$ cat src/rtl/pbkdf2_iter_ctrl.sv
// PBKDF2-HMAC-SHA256 iteration scheduler: drives one shared hmac_sha256 core c times
// per job and XOR-accumulates the chained digests into the derived key.
module pbkdf2_iter_ctrl #(
    parameter int unsigned ITER_W = 16
) (
    input  logic              clk_i,
    input  logic              rst_ni,
    input  logic              v_i,
    output logic              r_o,
    input  logic [255:0]      pw_i,
    input  logic [255:0]      salt_i,
    input  logic [ITER_W-1:0] iter_i,
    input  logic              abort_i,
    output logic              v_o,
    input  logic              r_i,
    output logic [255:0]      dk_o,
    output logic              busy_o,
    output logic [ITER_W-1:0] iter_cnt_o,
    output logic              hmac_v_o,
    input  logic              hmac_r_i,
    output logic [255:0]      hmac_key_o,
    output logic [255:0]      hmac_msg_o,
    input  logic              hmac_v_i,
    output logic              hmac_r_o,
    input  logic [255:0]      hmac_dig_i
);

    typedef enum logic [2:0] {
        S_IDLE,
        S_ISSUE,
        S_WAIT,
        S_DRAIN,
        S_DONE
    } state_t;

    state_t r_state;
    state_t w_next;

    logic [255:0]      r_pw;
    logic [255:0]      r_salt;
    logic [255:0]      r_u;
    logic [255:0]      r_acc;
    logic [ITER_W-1:0] r_cnt;
    logic [ITER_W-1:0] r_tgt;

    logic [ITER_W:0]   w_cnt_inc;
    logic              w_last;
    logic              w_accept;
    logic              w_dig_take;

    // Extra bit keeps the compare exact even when the target is the maximum count.
    assign w_cnt_inc  = {1'b0, r_cnt} + (ITER_W + 1)'(1);
    assign w_last     = (w_cnt_inc == {1'b0, r_tgt});
    assign w_accept   = (r_state == S_IDLE) && v_i;
    assign w_dig_take = (r_state == S_WAIT) && hmac_v_i && !abort_i;

    always_ff @(posedge clk_i or negedge rst_ni) begin
        if (!rst_ni) begin
            r_state <= S_IDLE;
        end else begin
            r_state <= w_next;
        end
    end

    always_comb begin
        w_next = r_state;
        unique case (r_state)
            S_IDLE: begin
                if (v_i) w_next = S_ISSUE;
            end
            S_ISSUE: begin
                if (abort_i)       w_next = S_IDLE;
                else if (hmac_r_i) w_next = S_WAIT;
            end
            S_WAIT: begin
                // A digest arriving with abort is consumed here, so no drain is needed.
                if (hmac_v_i) begin
                    if (abort_i)     w_next = S_IDLE;
                    else if (w_last) w_next = S_DONE;
                    else             w_next = S_ISSUE;
                end else if (abort_i) begin
                    w_next = S_DRAIN;
                end
            end
            S_DRAIN: begin
                if (hmac_v_i) w_next = S_IDLE;
            end
            S_DONE: begin
                if (abort_i || r_i) w_next = S_IDLE;
            end
            default: w_next = S_IDLE;
        endcase
    end

    always_ff @(posedge clk_i or negedge rst_ni) begin
        if (!rst_ni) begin
            r_pw   <= '0;
            r_salt <= '0;
            r_u    <= '0;
            r_acc  <= '0;
            r_cnt  <= '0;
            r_tgt  <= '0;
        end else if (w_accept) begin
            r_pw   <= pw_i;
            r_salt <= salt_i;
            r_tgt  <= (iter_i == '0) ? ITER_W'(1) : iter_i;
            r_acc  <= '0;
            r_cnt  <= '0;
        end else if (w_dig_take) begin
            r_u   <= hmac_dig_i;
            r_acc <= r_acc ^ hmac_dig_i;
            r_cnt <= w_cnt_inc[ITER_W-1:0];
        end
    end

    assign r_o        = (r_state == S_IDLE);
    assign busy_o     = (r_state != S_IDLE);
    assign hmac_v_o   = (r_state == S_ISSUE);
    assign hmac_r_o   = (r_state == S_WAIT) || (r_state == S_DRAIN);
    assign v_o        = (r_state == S_DONE);
    assign dk_o       = r_acc;
    assign iter_cnt_o = r_cnt;
    assign hmac_key_o = r_pw;
    assign hmac_msg_o = (r_cnt == '0) ? r_salt : r_u;

endmodule

$ cat config.mk
export PLATFORM = sky130hd
export DESIGN_NAME = pbkdf2_iter_ctrl
export DESIGN_NICKNAME = d
export VERILOG_FILES = /design/src/rtl/pbkdf2_iter_ctrl.sv
export SDC_FILE = /design/constraint.sdc
export NUM_CORES = 2
export LEC_CHECK = 0
export CORE_AREA = 2 2 609 611
export DETAILED_ROUTE_END_ITERATION = 6
export DIE_AREA = 0 0 611 613
export HOLD_SLACK_MARGIN = 0.05
export PLACE_DENSITY_LB_ADDON = 0.25
export SLEW_MARGIN = 40
export SYNTH_ARGS = -nofsm -noshare
export SYNTH_HDL_FRONTEND = slang
export SYNTH_SLANG_ARGS = --single-unit
$ cat constraint.sdc
create_clock -name clk_i -period 5.7 [get_ports clk_i]
set_input_delay 1.14 -clock clk_i [delete_from_list [all_inputs] [get_ports clk_i]]
set_output_delay 1.14 -clock clk_i [all_outputs]
set_load 0.01 [all_outputs]
==> reports/qor.txt <==
RR Startpoint: r_state[2]
Worst Setup Path Type: flop to output port
CTS sink count: 1059
grt ovf: 0
DP Worst Slack: 1.50 ns
H-tree depth: 4
Slew HR: 0.466
reg2reg end: hmac_key_o[14]
antenna-violating nets left: 0
Via Count: 33930
Worst R2R Setup Slack: 2.57 ns
met2 Usage GRT: 0.253
number of fill cells in the layout: 40180
Seq/Total Area, Yosys: 0.611
GRT Max-Usage Layer: met2
router iterations before antenna repair: 7
CTS tree: yes
routability congestion estimate: 0.935
leakage: 29.4 nW
Distinct cells, synth: 47
reg2reg path depth: 5
worst-skew pair later-pin latency: 0.87 ns
CTS max path bufs: 4
RSZ-0062 raised after global routing: false
worst slew pin tran: 0.800 ns
met3 usage: 0.0329
Tcrit/Tclk final: 0.865
Area Growth Syn to Fin: 62.1%
Worst EP required: 4.56 ns
Worst path max stage delay: 0.49 ns
Achievable Freq: 203 MHz
critical path buffer and inverter count: 5
first-pass GRT wire length: 344 mm
Die ar.: 375000 um2
Final Setup Violations: 0
clock transition at the registers of the reported paths: 0.05 ns
Remaining DRCs: 0
Crit. Startpoint: iter_cnt_o[0]
initial DRC count: 1882
Die Span Y: 613 um
maximum VDD drop: 348 uV
Final Util: 0.191
Ports: 1580
Worst Setup Start Kind: flop
crit-path cells: inv_1, ha_1, nor4b_1, nand4_1, buf_12, buf_12, buf_4, mux2_2, clkdlybuf4s50_1
Initial Util: 0.118
sequential cell area: 26500 um2
count of hold buffers inserted by post-cts repair: 0
largest cells by area after synthesis: dfrtp_1, mux2_2, nand2_1
critical path endpoint: hmac_msg_o[161]
DRT Wirelength: 263 mm
Ys Warns: 0
routed len/inst: 26.0 um
vias in the first global route: 35919
setup TNS: 0 ns
Die W: 611 um
PostCTS Resize Cnt: 0
Max Clock Skew: 0.0792 ns
pwr dens: 590 nW/um2
cell mode on critical path: buf_12
Root Driver: clkbuf_16
area fraction of the dominant cell type after synthesis: 0.611
setup ws final: 0.768 ns
max-slew violation count: 0
FFs w/ async S/R, synth: 1.00
Avg Cell Area, Syn: 12.5 um2
Core Rows: 223
Vias/cell: 3.36
top cell type by total area after synthesis: dfrtp_1
Synth Instances: 3485
TritonCTS Buffers: 151
layout cells sized above 1: 0.213
Multi-input gate area: 16000 um2
CP max-delay cell: dfrtp_1
core area: 368000 um2
Layout Nets: 5902
GRT met1 Usage: 0.149
WP depth: 9
largest net degree at the start of global routing: 142
HP Class: input pin to asynchronous set/reset pin
setup bufs post-CTS: 0
Post-DP HPWL: 212 mm
Primary FF master, synth: dfrtp_1
GRT Total Usage: 0.135
#FFs+latches synth: 1059
Synth Cell Area: 43400 um2
Port Buf Inserts: 1579
initial antenna violation count: 144
post-synthesis net count: 4278
WP data arrival: 3.79 ns
status: completed
crit-path leading delay family: buffers and inverters
Fin. Hold Viols: 0
number of synthesized flops with an enable pin: 0
min Tclk post-route: 4.93 ns
Setup crit end kind: output port
max_cap viols: 0
hold_ws: 0.258 ns
worst-path fanout max: 91
total power: 41.5 mW
area by class of cell:
cell class              count  area share
repair buffers           1660       0.238
clock buffers             217      0.0627
clock inverters            49     0.00816
inverters                   6    0.000320
flip-flops and latches   1059       0.377
diodes                     32     0.00114
well taps                4837      0.0860
multi-input cells        2231       0.228
worst reg2reg max path, cell delays in order, from the launching register on:
cell,delay (ns)
dfrtp_1,0.51
nor3_4,0.47
and2_4,0.54
buf_12,0.33
buf_4,0.69
mux2_2,0.45
placed cells by master (no fill, tap or decap), types with 4 or more instances in the layout:
cell type and count:
nand4_1 5, o21ai_0 21, buf_12 17, inv_1 6, nor3_1 7, clkbuf_1 33, nand2_1 784, clkdlybuf4s50_1 1578
clkinv_2 23, xnor2_1 17, nand3_1 7, xor2_1 265, buf_4 58, clkinvlp_4 6, a21oi_1 10, nor2_1 271
nor4_1 5, clkbuf_16 156, bufinv_16 8, mux2_2 784, and2_1 5, buf_16 4, o31ai_1 9, diode_2 32
dfrtp_1 1059, clkbuf_8 28
cells in the mapped netlist, types with 2 or more instances:
library cell	n
o22ai_1	2
a31oi_1	3
nor2_1	272
nor3_1	7
and3_1	3
and4_1	2
buf_2	114
and2_1	6
inv_1	6
mux2_2	784
dfrtp_1	1059
a211oi_1	2
xnor2_1	17
a21oi_1	10
clkbuf_2	3
clkbuf_1	60
buf_1	2
xor2_1	265
buf_4	10
nor4_1	6
nand2_1	784
ha_1	2
nand3_1	7
nand4_1	5
o41ai_1	2
mux2i_1	3
o31ai_1	9
o21ai_0	21
per-stage QoR:
stage               std cells  area [um2]
global route            10078       70300
global placement         9789       65200
floorplan                3485       43400
detailed placement       9791       65300
finish                  10091       70400
CTS                     10057       70200
sequential cells by signal, summed over array words and instances (netlist names):
name        flops
dk_o          256
hmac_key_o    256
iter_cnt_o     16
r_u           256
r_state         3
r_salt        256
r_tgt          16
logic make-up (layout without fill, tap and decap cells):
group,count (synthesis),in the layout,synth area share
compound gates,56,56,0.00819
xor+xnor,282,282,0.0569
fa+ha+maj,2,2,0.000576
buf+inv,195,1932,0.0211
flops,1059,1059,0.611
mux,787,787,0.204
other cells,0,32,0
simple gates,1104,1104,0.0986
power by group:
part           switching [mW]  internal (mW)  total (mW)
Clock                    3.89           5.76        9.65
Sequential               2.97           10.8        13.8
Combinational            8.25           9.84        18.1
worst min path at each step:
stage,end,cells past startpoint
after floorplan,r_u[0],2
after global placement,r_u[230],2
after detailed placement,r_u[117],2
after CTS,dk_o[117],1
after global routing,dk_o[117],1
final,r_salt[102],1
per-layer routing:
layer | share of wire | wire length, um
met1 | 0.38 | 98800
met3 | 0.060 | 15900
met5 | 0.00013 | 35
met4 | 0.031 | 8110
met2 | 0.53 | 140000
(Power assumes the default switching activity.)
